$ cat src/rtl/pipe_ctrl.sv
// pipe_ctrl: ID decode, load-use stall, branch flush and operand forwarding control for a 5-stage in-order pipeline.
// Stage controls are registered (EX +1, MEM +2, WB +3 cycles); stall/flush/forward selects are combinational; the pipe never accepts backpressure.
module pipe_ctrl #(
   parameter int OPCODE_W = 7,
   parameter int REG_W    = 5
) (
   input  logic                clk,
   input  logic                rst_n,
   input  logic [OPCODE_W-1:0] id_opcode,
   input  logic [REG_W-1:0]    id_rs1,
   input  logic [REG_W-1:0]    id_rs2,
   input  logic [REG_W-1:0]    id_rd,
   input  logic                ex_branch_taken,
   output logic                pc_write,
   output logic                ifid_write,
   output logic                ifid_flush,
   output logic                ex_alusrc,
   output logic [1:0]          ex_aluop,
   output logic                ex_branch,
   output logic                mem_read,
   output logic                mem_write,
   output logic                wb_regwrite,
   output logic                wb_memtoreg,
   output logic [REG_W-1:0]    wb_rd,
   output logic [1:0]          fwd_a,
   output logic [1:0]          fwd_b,
   output logic [15:0]         stall_cnt
);

   localparam logic [OPCODE_W-1:0] OP_R     = OPCODE_W'(7'b0110011);
   localparam logic [OPCODE_W-1:0] OP_I     = OPCODE_W'(7'b0010011);
   localparam logic [OPCODE_W-1:0] OP_LOAD  = OPCODE_W'(7'b0000011);
   localparam logic [OPCODE_W-1:0] OP_STORE = OPCODE_W'(7'b0100011);
   localparam logic [OPCODE_W-1:0] OP_BR    = OPCODE_W'(7'b1100011);

   typedef struct packed {
      logic       alusrc;
      logic       memtoreg;
      logic       regwrite;
      logic       memread;
      logic       memwrite;
      logic       branch;
      logic [1:0] aluop;
   } ctrl_t;

   typedef struct packed {
      ctrl_t            ctrl;
      logic [REG_W-1:0] rs1;
      logic [REG_W-1:0] rs2;
      logic [REG_W-1:0] rd;
   } idex_t;

   typedef struct packed {
      logic             memtoreg;
      logic             regwrite;
      logic             memread;
      logic             memwrite;
      logic [REG_W-1:0] rd;
   } exmem_t;

   typedef struct packed {
      logic             memtoreg;
      logic             regwrite;
      logic [REG_W-1:0] rd;
   } memwb_t;

   ctrl_t   id_ctrl;
   logic    rs1_used;
   logic    rs2_used;
   idex_t   idex_q;
   idex_t   idex_d;
   exmem_t  exmem_q;
   memwb_t  memwb_q;
   logic    load_use;
   logic    br_flush;
   logic    stall;
   logic [15:0] stall_cnt_q;

   // Unknown opcodes decode to the all-zero bubble with no register reads.
   always_comb begin
      id_ctrl  = '0;
      rs1_used = 1'b0;
      rs2_used = 1'b0;
      case (id_opcode)
         OP_R: begin
            id_ctrl  = '{alusrc: 1'b0, memtoreg: 1'b0, regwrite: 1'b1, memread: 1'b0,
                         memwrite: 1'b0, branch: 1'b0, aluop: 2'b10};
            rs1_used = 1'b1;
            rs2_used = 1'b1;
         end
         OP_I: begin
            id_ctrl  = '{alusrc: 1'b1, memtoreg: 1'b0, regwrite: 1'b1, memread: 1'b0,
                         memwrite: 1'b0, branch: 1'b0, aluop: 2'b11};
            rs1_used = 1'b1;
         end
         OP_LOAD: begin
            id_ctrl  = '{alusrc: 1'b1, memtoreg: 1'b1, regwrite: 1'b1, memread: 1'b1,
                         memwrite: 1'b0, branch: 1'b0, aluop: 2'b00};
            rs1_used = 1'b1;
         end
         OP_STORE: begin
            id_ctrl  = '{alusrc: 1'b1, memtoreg: 1'b0, regwrite: 1'b0, memread: 1'b0,
                         memwrite: 1'b1, branch: 1'b0, aluop: 2'b00};
            rs1_used = 1'b1;
            rs2_used = 1'b1;
         end
         OP_BR: begin
            id_ctrl  = '{alusrc: 1'b0, memtoreg: 1'b0, regwrite: 1'b0, memread: 1'b0,
                         memwrite: 1'b0, branch: 1'b1, aluop: 2'b01};
            rs1_used = 1'b1;
            rs2_used = 1'b1;
         end
         default: ;
      endcase
   end

   // x0 is hardwired, so a load targeting it never creates a dependency.
   assign load_use = idex_q.ctrl.memread && (idex_q.rd != '0) &&
                     ((rs1_used && (idex_q.rd == id_rs1)) ||
                      (rs2_used && (idex_q.rd == id_rs2)));
   assign br_flush = idex_q.ctrl.branch && ex_branch_taken;
   assign stall    = load_use && !br_flush;

   assign pc_write   = !stall;
   assign ifid_write = !stall;
   assign ifid_flush = br_flush;

   always_comb begin
      idex_d = '0;
      if (!(load_use || br_flush)) begin
         idex_d.ctrl = id_ctrl;
         idex_d.rs1  = id_rs1;
         idex_d.rs2  = id_rs2;
         idex_d.rd   = id_rd;
      end
   end

   always_ff @(posedge clk or negedge rst_n) begin
      if (!rst_n) begin
         idex_q  <= '0;
         exmem_q <= '0;
         memwb_q <= '0;
      end else begin
         idex_q           <= idex_d;
         exmem_q.memtoreg <= idex_q.ctrl.memtoreg;
         exmem_q.regwrite <= idex_q.ctrl.regwrite;
         exmem_q.memread  <= idex_q.ctrl.memread;
         exmem_q.memwrite <= idex_q.ctrl.memwrite;
         exmem_q.rd       <= idex_q.rd;
         memwb_q.memtoreg <= exmem_q.memtoreg;
         memwb_q.regwrite <= exmem_q.regwrite;
         memwb_q.rd       <= exmem_q.rd;
      end
   end

   always_ff @(posedge clk or negedge rst_n) begin
      if (!rst_n) begin
         stall_cnt_q <= '0;
      end else if (stall && (stall_cnt_q != 16'hFFFF)) begin
         stall_cnt_q <= stall_cnt_q + 16'd1;
      end
   end

   // The younger result (EX/MEM) wins over MEM/WB when both target the same register.
   always_comb begin
      fwd_a = 2'b00;
      if (exmem_q.regwrite && (exmem_q.rd != '0) && (exmem_q.rd == idex_q.rs1)) begin
         fwd_a = 2'b10;
      end else if (memwb_q.regwrite && (memwb_q.rd != '0) && (memwb_q.rd == idex_q.rs1)) begin
         fwd_a = 2'b01;
      end
   end

   always_comb begin
      fwd_b = 2'b00;
      if (exmem_q.regwrite && (exmem_q.rd != '0) && (exmem_q.rd == idex_q.rs2)) begin
         fwd_b = 2'b10;
      end else if (memwb_q.regwrite && (memwb_q.rd != '0) && (memwb_q.rd == idex_q.rs2)) begin
         fwd_b = 2'b01;
      end
   end

   assign ex_alusrc   = idex_q.ctrl.alusrc;
   assign ex_aluop    = idex_q.ctrl.aluop;
   assign ex_branch   = idex_q.ctrl.branch;
   assign mem_read    = exmem_q.memread;
   assign mem_write   = exmem_q.memwrite;
   assign wb_regwrite = memwb_q.regwrite;
   assign wb_memtoreg = memwb_q.memtoreg;
   assign wb_rd       = memwb_q.rd;
   assign stall_cnt   = stall_cnt_q;

endmodule

$ cat config.mk
export PLATFORM = sky130hd
export DESIGN_NAME = pipe_ctrl
export DESIGN_NICKNAME = d
export VERILOG_FILES = /design/src/rtl/pipe_ctrl.sv
export SDC_FILE = /design/constraint.sdc
export NUM_CORES = 1
export LEC_CHECK = 0
export CAP_MARGIN = 15
export CORE_UTILIZATION = 45
export CTS_CLUSTER_DIAMETER = 30
export DETAILED_ROUTE_END_ITERATION = 12
export PLACE_DENSITY_LB_ADDON = 0.2
export SETUP_SLACK_MARGIN = 0.2
export SLEW_MARGIN = 10
export SYNTH_ARGS = -nofsm -noshare
export SYNTH_HDL_FRONTEND = slang
export SYNTH_SLANG_ARGS = --single-unit
$ cat constraint.sdc
create_clock -name clk -period 5.6 [get_ports clk]
set_input_delay 0.84 -clock clk [delete_from_list [all_inputs] [get_ports clk]]
set_output_delay 0.84 -clock clk [all_outputs]
set_load 0.005 [all_outputs]
After elaboration in Yosys (flattened, before gate mapping)
Index checks and enable logic that the tools add are counted.
W data, S select, Z words.

word-level totals
  input bits = 25
  output and inout port bits = 36
  word-level logic and storage cells = 62
  register bits after elaboration = 55

operators by class
  reductions and logical operators = 22
  eq/ne operators = 12
  add/sub/neg operators = 1
  multiplexer cells = 8

operators by type and width
  cell                     count
  $pmux W8 S5              1
  $eq A5 B5 Y1             6
  $mux W23                 1
  $add A16 B1 Y16 const B  1
  $ne A16 B16 Y1 const B   1
  $reduce_bool A5 Y1       3
  $eq A7 B6 Y1 const B     2
  $logic_and A1 B1 Y1      13
  $eq A7 B2 Y1 const B     1
  $eq A7 B5 Y1 const B     1
  $eq A7 B7 Y1 const B     1
  $reduce_or A5 Y1         1
  $mux W1                  4
  $mux W2                  2
  $reduce_or A3 Y1         1
  $logic_not A1 Y1         2
  $logic_or A1 B1 Y1       2

Logic depth before layout (Yosys ltp)
Gate-level depths: netlist (run 1).

  depth after elaboration = 8
  gate-level depth with buffers = 6
  gate-level depth less buffers = 6

Least setup slack after synthesis (run 1)
OpenSTA, ideal clock, no wires.

  path kind = input-to-output
  from = input port id_rs1[4]
  to = output port pc_write
  slack = 2739 ps
  data required time = 4760 ps
  path buffers = 2
  stages on the path = 6
  arrival = 2021 ps
  cells stage by stage = xor2_1 nor4_2 a2bb2oi_2 buf_6 or2_2 buf_4

between the ends
  longest elaborated chain between the ends = 6

RTL lines
  what                 line  source
  start, declared      10    input logic [REG_W-1:0] id_rs1,
  $eq A5 B5 Y1         119   ((rs1_used && (idex_q.rd == id_rs1)) ||
  $logic_and A1 B1 Y1  119
  $logic_or A1 B1 Y1   119
  $logic_and A1 B1 Y1  118   assign load_use = idex_q.ctrl.memread && (idex_q.rd != '0) &&
  $logic_and A1 B1 Y1  122   assign stall = load_use && !br_flush;
  $logic_not A1 Y1     --
  end, declared        14    output logic pc_write,

Every way passes these cells.

Worst setup path after layout (run 1)
  from = input port id_rs1[0]
  to = output port ifid_write

between the ends
  longest elaborated chain between the ends = 6

RTL lines
  what                 line  source
  $eq A5 B5 Y1         119
  $logic_and A1 B1 Y1  119
  $logic_or A1 B1 Y1   119
  $logic_and A1 B1 Y1  118
  $logic_and A1 B1 Y1  122
  $logic_not A1 Y1     125   assign ifid_write = !stall;
  end, declared        15    output logic ifid_write,

Every way passes these cells.

==> results of run 1 <==
==> power groups by stage <==
stage | sequential (mW) | combinational [mW] | clock [mW]
finish | 0.404 | 0.0638 | 0.265
CTS | 0.404 | 0.0651 | 0.270
floorplan | 0.410 | 0.0282 | 0
detailed placement | 0.412 | 0.0648 | 0
global route | 0.406 | 0.0713 | 0.284
global placement | 0.412 | 0.0641 | 0
==> how the worst max path moves through the flow <==
stage | startpoint | endpoint | cells past startpoint
after detailed placement | id_rs1[0] | ifid_write | 6
after floorplan | id_rs1[4] | pc_write | 6
final | id_rs1[0] | ifid_write | 6
after CTS | id_rs1[0] | ifid_write | 6
after global routing | id_rs1[0] | ifid_write | 6
after global placement | id_rs1[3] | ifid_write | 6
==> registers in the layout (all words and copies together) (netlist names) <==
| signal | flops |
|---|---|
| mem_write | 1 |
| wb_rd | 5 |
| wb_memtoreg | 1 |
| mem_read | 1 |
| exmem_q | 6 |
| ex_aluop | 2 |
| idex_q | 18 |
| wb_regwrite | 1 |
| stall_cnt | 16 |
| ex_branch | 1 |
| ex_alusrc | 1 |
==> layer usage <==
metal | track usage (%) | share of wire, % | vias to the layer above
met5 | 0 | 0 | -
li1 | - | - | 861
met1 | 23.8 | 44 | 835
met3 | 3.97 | 4.0 | 8
met4 | 7.00 | 1.9 | 0
met2 | 29.6 | 50 | 43
==> Yosys cell counts (2+ instances only) <==
master	count
xnor2_1	12
nand2_1	7
or4_1	5
nand4_1	5
and2_1	2
nand2b_1	4
nor3_1	6
nor4_1	13
and3_1	2
nor2_1	20
inv_1	16
buf_4	4
dfrtp_1	53
o21ai_0	4
nand3_1	10
nor4b_1	2
xor2_1	32
a21oi_1	2
==> cells by family after synthesis <==
logic type               after synthesis
AND/OR/NAND/NOR                       85
adder cells (fa/ha/maj)                1
AO/OA/AOI/OAI                         10
XOR/XNOR                              44
multiplexers                           2
buffers and inverters                 22
flip-flops                            53
==> layout by cell type (no fill, tap or decap), drive strengths merged, types with 2 or more instances in the layout <==
| master | n |
|---|---|
| a21oi | 2 |
| and2 | 2 |
| and3 | 2 |
| buf | 2 |
| clkbuf | 6 |
| clkdlybuf4s50 | 59 |
| dfrtp | 53 |
| inv | 16 |
| mux2 | 2 |
| nand2 | 7 |
| nand2b | 4 |
| nand3 | 10 |
| nand4 | 5 |
| nor2 | 20 |
| nor3 | 6 |
| nor4 | 14 |
| nor4b | 3 |
| o21ai | 5 |
| or4 | 6 |
| xnor2 | 12 |
| xor2 | 32 |
==> cell type report <==
cell class / instances / share of cell area (%)
inverter: 16 / 1.88
timing repair buffer: 61 / 18.9
tap: 70 / 2.74
sequential: 53 / 41.5
multi-input combinational: 142 / 31.2
clock buffer: 6 / 2.58
clock inverter: 2 / 1.17
==> per-stage QoR <==
step | instances | total power, mW | hold slack, ns | utilization, %
6_report | 350 | 0.733 | 0.354 | 62.2
5_1_grt | 350 | 0.762 | 0.360 | 62.2
4_1_cts | 350 | 0.740 | 0.355 | 62.2
3_5_place_dp | 342 | 0.477 | 0.335 | 59.8
3_3_place_gp | 342 | 0.476 | 0.332 | 59.8
2_1_floorplan | 217 | 0.438 | 0.331 | -
==> impl_metrics.csv, run 1 <==
group,metric,value,unit
critical_path,critPathRequiredTime,4.76,ns
clock_tree,cts_resized,0,
critical_path,slowest_stage,"a2bb2oi_2",
clock_tree,postCtsSetupBuffers,0,
place,hpwl,3480,um
critical_path,reg2reg_to,"stall_cnt[1]",
timing,timing.final.max_slew_violations,0,
synthesis,synth_top_family_by_area,"simple AND/OR/NAND/NOR gates",
drt,remaining_drc_errors,0,
synthesis,synth.area.mux_share,1.08,%
synthesis,synth_adder_area_share,0.515,%
power,share_comb_of_total_power,8.7,%
power,leakagePower,1.42,nW
global_routing,antenna_found_initial,0,
synthesis,yosysSeqAreaShare,54.6,%
cells_and_area,drive_gt1_share,7.50,%
synthesis,post-synth-top-area-cell,"dfrtp_1",
critical_path,worstPathArrival,3.01,ns
critical_path,reg2regPathDepth,5,
hold_path,hold_start,"idex_q[20]",
cells_and_area,fin_area,3200,um^2
die,floorplan.io_pins,61,
drt,antenna_left,0,
critical_path,cp_common_cell,"clkdlybuf4s50_1",
drt,avgRoutedWirePerCell,13.4,um
synthesis,synthSimpleGateAreaFrac,20.2,%
drt,routed_wl,4680,um
cells_and_area,syn_to_final_growth,31.4,%
hold_path,whs_endpoint,"exmem_q[7]",
synthesis,syn_area_per_cell,11.2,um^2
timing,setup_viol,0,
clock_tree,cts_tree,"built",
critical_path,path_max_fanout,18,
timing,worst_slew_pin_slew,0.797,ns
drt,avgViaCountPerCell,4.99,
cells_and_area,multiInputGateArea,998,um^2
critical_path,start_kind,"primary input",
die,die_w,75.5,um
cells_and_area,seqCellArea,1330,um^2
global_routing,track_usage,18.1,%
global_routing,grt_pass1_vias,1660,
power,cell_internal_pwr,0.574,mW
synthesis,async_flop_share,100,%
flow_run,drv_cap,0,
hold_path,hold_class,"flip-flop to flip-flop",
synthesis,synth_top_area_share,54.6,%
synthesis,yosys.cell_types.count,36,
drt,vias,1747,
place,gp_congestion,0.819,
synthesis,syn_area,2430,um^2
die,rows,26,
status,outcome,"finished clean",
timing,finClkSkew,0.00409,ns
power,power.share.clock,36.1,%
clock_tree,clk_pin_slew_worst_paths,0.09,ns
power,sw_frac_of_total,21.7,%
critical_path,rr_startpoint,"idex_q[1]",
place,dp_slack,1.77,ns
clock_tree,cts_buffers,5,
die,start_util,47.3,%
synthesis,synth_nets,243,
place,portBuffers,60,
clock_tree,ctsHoldBuffers,0,
clock_tree,cts_buffer_depth,2,
synthesis,synth_compound_area_share,3.45,%
drt,firstDrtPassIters,5,
global_routing,grt_max_degree,54,
critical_path,worstPathCellList,"clkdlybuf4s50_1 -> xor2_1 -> nor4_2 -> a2bb2oi_2 -> or2_2 -> clkdlybuf4s50_1",
power,p_sw,0.159,mW
clock_tree,clk_latency,0.30,ns
synthesis,synth-edff-count,0,
cells_and_area,fillCellCount,471,
critical_path,cp_num_buf_inv,2,
synthesis,syn-instance-count,217,
power,seqPwrFrac,55.1,%
power,peakVddDrop,0.139,mV
hold_path,holdPathStages,0,
clock_tree,cts-root-buf,"clkbuf_8",
timing,max_slew_margin,46.9,%
timing,fin_crit,3.85,ns
drt,drt_iter0_markers,59,
timing,finalWorstSetupSlack,1.75,ns
synthesis,yosysWarnings,0,
synthesis,synth_xor_area_share,15.9,%
timing,period_share,68.7,%
synthesis,ys.flop_type,"dfrtp_1",
critical_path,crit_type,"primary input to output port",
timing,rsz0062_at_grt,"false",
synthesis,ys_ff_latch,53,
die,die_area,5700,um^2
global_routing,gr-total-overflow,0,
cells_and_area,nNetsFinal,305,
clock_tree,htree_levels,2,
timing,finalHoldViolations,0,
place,dpl-instance-area,3080,um^2
power,powerDensity,229,nW/um^2
critical_path,max_stage_delay,0.61,ns
critical_path,end_kind,"output port",
critical_path,rrSetupSlack,3.30,ns
critical_path,cp_top_family,"buffers and inverters",
synthesis,synth_area_leaders,"dfrtp_1, xor2_1, xnor2_1",
clock_tree,clock_sinks,53,
die,dieHeight,75.5,um
timing,fmax,0.260,GHz
timing,finalSetupTns,0,ns
cells_and_area,antenna-diode-count,0,
global_routing,grt_pass1_wl,7560,um
die,coreArea,5140,um^2
Note: power is estimated with default switching activity, not from simulation.
==> run 2, diff against run 1 <==
- CORE_UTILIZATION: 45 -> 44
- clock period: 5.6 -> 3.4 ns (I/O delays scaled with it)
==> impl_metrics.csv, run 2 (synthesis results as in run 1) <==
group,metric,value,unit
status,outcome,"finished clean",
timing,fin_crit,2.90,ns
drt,firstDrtPassIters,4,
clock_tree,clock_sinks,53,
place,gp_congestion,0.834,
cells_and_area,layout_common_cells,"clkdlybuf4s50_1, dfrtp_1, xor2_1, nor2_1, inv_1",
cells_and_area,drive_gt1_share,8.16,%
cells_and_area,antenna-diode-count,0,
critical_path,end_kind,"output port",
drt,avgRoutedWirePerCell,13.4,um
clock_tree,cts-root-buf,"clkbuf_8",
drt,remaining_drc_errors,0,
cells_and_area,final_common_cell,"clkdlybuf4s50_1",
clock_tree,ctsHoldBuffers,0,
timing,max_slew_margin,40.5,%
timing,holdWs,0.332,ns
clock_tree,cts_buffer_depth,2,
drt,vias,1762,
die,dieHeight,76.3,um
timing,period_share,85.3,%
critical_path,cp_num_buf_inv,1,
power,peakVddDrop,0.187,mV
timing,worst_slew_pin_slew,0.893,ns
die,die_w,76.3,um
critical_path,cp_top_family,"simple AND/OR/NAND/NOR gates",
cells_and_area,multiInputGateArea,998,um^2
global_routing,grt_pass1_vias,1747,
critical_path,critPathRequiredTime,2.89,ns
power,powerDensity,352,nW/um^2
drt,drt_iter0_markers,85,
die,rows,26,
cells_and_area,fin_area,3190,um^2
critical_path,worstPathCellList,"or4_4 -> o211ai_4 -> nand2b_1 -> or2_2 -> clkdlybuf4s50_1",
timing,rsz0062_at_grt,"false",
drt,routed_wl,4730,um
die,coreArea,5200,um^2
die,die_area,5830,um^2
timing,finClkSkew,0.00472,ns
timing,finalSetupTns,0,ns
place,hpwl,3500,um
cells_and_area,seqCellArea,1330,um^2
place,portBuffers,60,
power,leakagePower,1.42,nW
cells_and_area,syn_to_final_growth,31.1,%
critical_path,crit_type,"flip-flop to output port",
clock_tree,cts_buffers,5,
critical_path,worstPathArrival,2.39,ns
critical_path,start_kind,"flip-flop",
clock_tree,clk_pin_slew_worst_paths,0.09,ns
timing,timing.final.max_slew_violations,0,
flow_run,drv_cap,0,
global_routing,grt_max_degree,42,
timing,setup_viol,0,
cells_and_area,top_register,"idex_q",
die,start_util,46.7,%
global_routing,grt_pass1_wl,8030,um
timing,finalHoldViolations,0,
cells_and_area,nNetsFinal,308,
clock_tree,cts_tree,"built",
global_routing,antenna_found_initial,0,
place,dp_cells,345,
place,dpl-instance-area,3100,um^2
clock_tree,clk_latency,0.30,ns
cells_and_area,largest_register_ffs,18,
critical_path,slowest_stage,"or4_4",
clock_tree,htree_levels,2,
hold_path,hold_class,"primary input to asynchronous set/reset pin",
drt,avgViaCountPerCell,5.01,
cells_and_area,finalCoreUtilization,61.3,%
die,floorplan.io_pins,61,
global_routing,track_usage,17.6,%
critical_path,path_max_fanout,8,
cells_and_area,fillCellCount,456,
timing,fmax,0.345,GHz
critical_path,max_stage_delay,0.58,ns
drt,antenna_left,0,
global_routing,gr-total-overflow,0,
cells_and_area,instances_no_fill,352,
run 2: final timing paths:
kind / startpoint / to / slack, ns / cells after the start
min in group clk: idex_q[20] / exmem_q[7] / 0.35 / 0
worst max-delay path: idex_q[1] / ifid_write / 0.50 / 5
max in group asynchronous: rst_n / wb_rd[1] / 2.35 / 2
worst min register to register: idex_q[20] / exmem_q[7] / 0.35 / 0
worst max register to register: idex_q[1] / stall_cnt[1] / 1.22 / 6
worst min-delay path: rst_n / stall_cnt[14] / 0.33 / 1
run 2: final cells by class:
| class | count | area share (%) |
|---|---|---|
| Clock buffer | 6 | 2.59 |
| Sequential cell | 53 | 41.6 |
| Timing Repair Buffer | 64 | 19.6 |
| Clock inverter | 1 | 0.235 |
| Tap cell | 70 | 2.75 |
| Inverter | 16 | 1.88 |
| Multi-Input combinational cell | 142 | 31.3 |
run 2: per-stage QoR:
| stage | setup slack, ns | total power, mW |
|---|---|---|
| after floorplan | 1.18 | 0.722 |
| after global routing | 0.278 | 1.18 |
| final | 0.501 | 1.12 |
| after global placement | 0.572 | 0.785 |
| after CTS | 0.380 | 1.14 |
| after detailed placement | 0.558 | 0.787 |
run 2: layer usage:
layer,track usage (%),up-vias,part of all wire (%)
met5,0,-,0
met4,6.35,0,1.3
met3,3.95,6,3.9
met2,29.5,39,49
met1,22.3,847,46
li1,-,870,-
run 2: power breakdown:
group | switching, mW | leakage, nW | internal [mW]
Combinational | 0.0472 | 0.693 | 0.0593
Sequential | 0.0192 | 0.682 | 0.647
Clock | 0.187 | 0.0433 | 0.161
Total | 0.254 | 1.42 | 0.867
run 2: worst reg2reg max path: cells and delay by family, from the launching register on:
family	cells	cell delay [ns]
buf+inv	1	0.18
simple gates	3	0.90
mux	1	0.29
flops	1	0.44
compound gates	1	0.27
run 2: timing repair:
item	4_1_cts	5_1_grt
buffers inserted	0	0
gates resized for setup	0	1
endpoints found under the setup margin	0	1
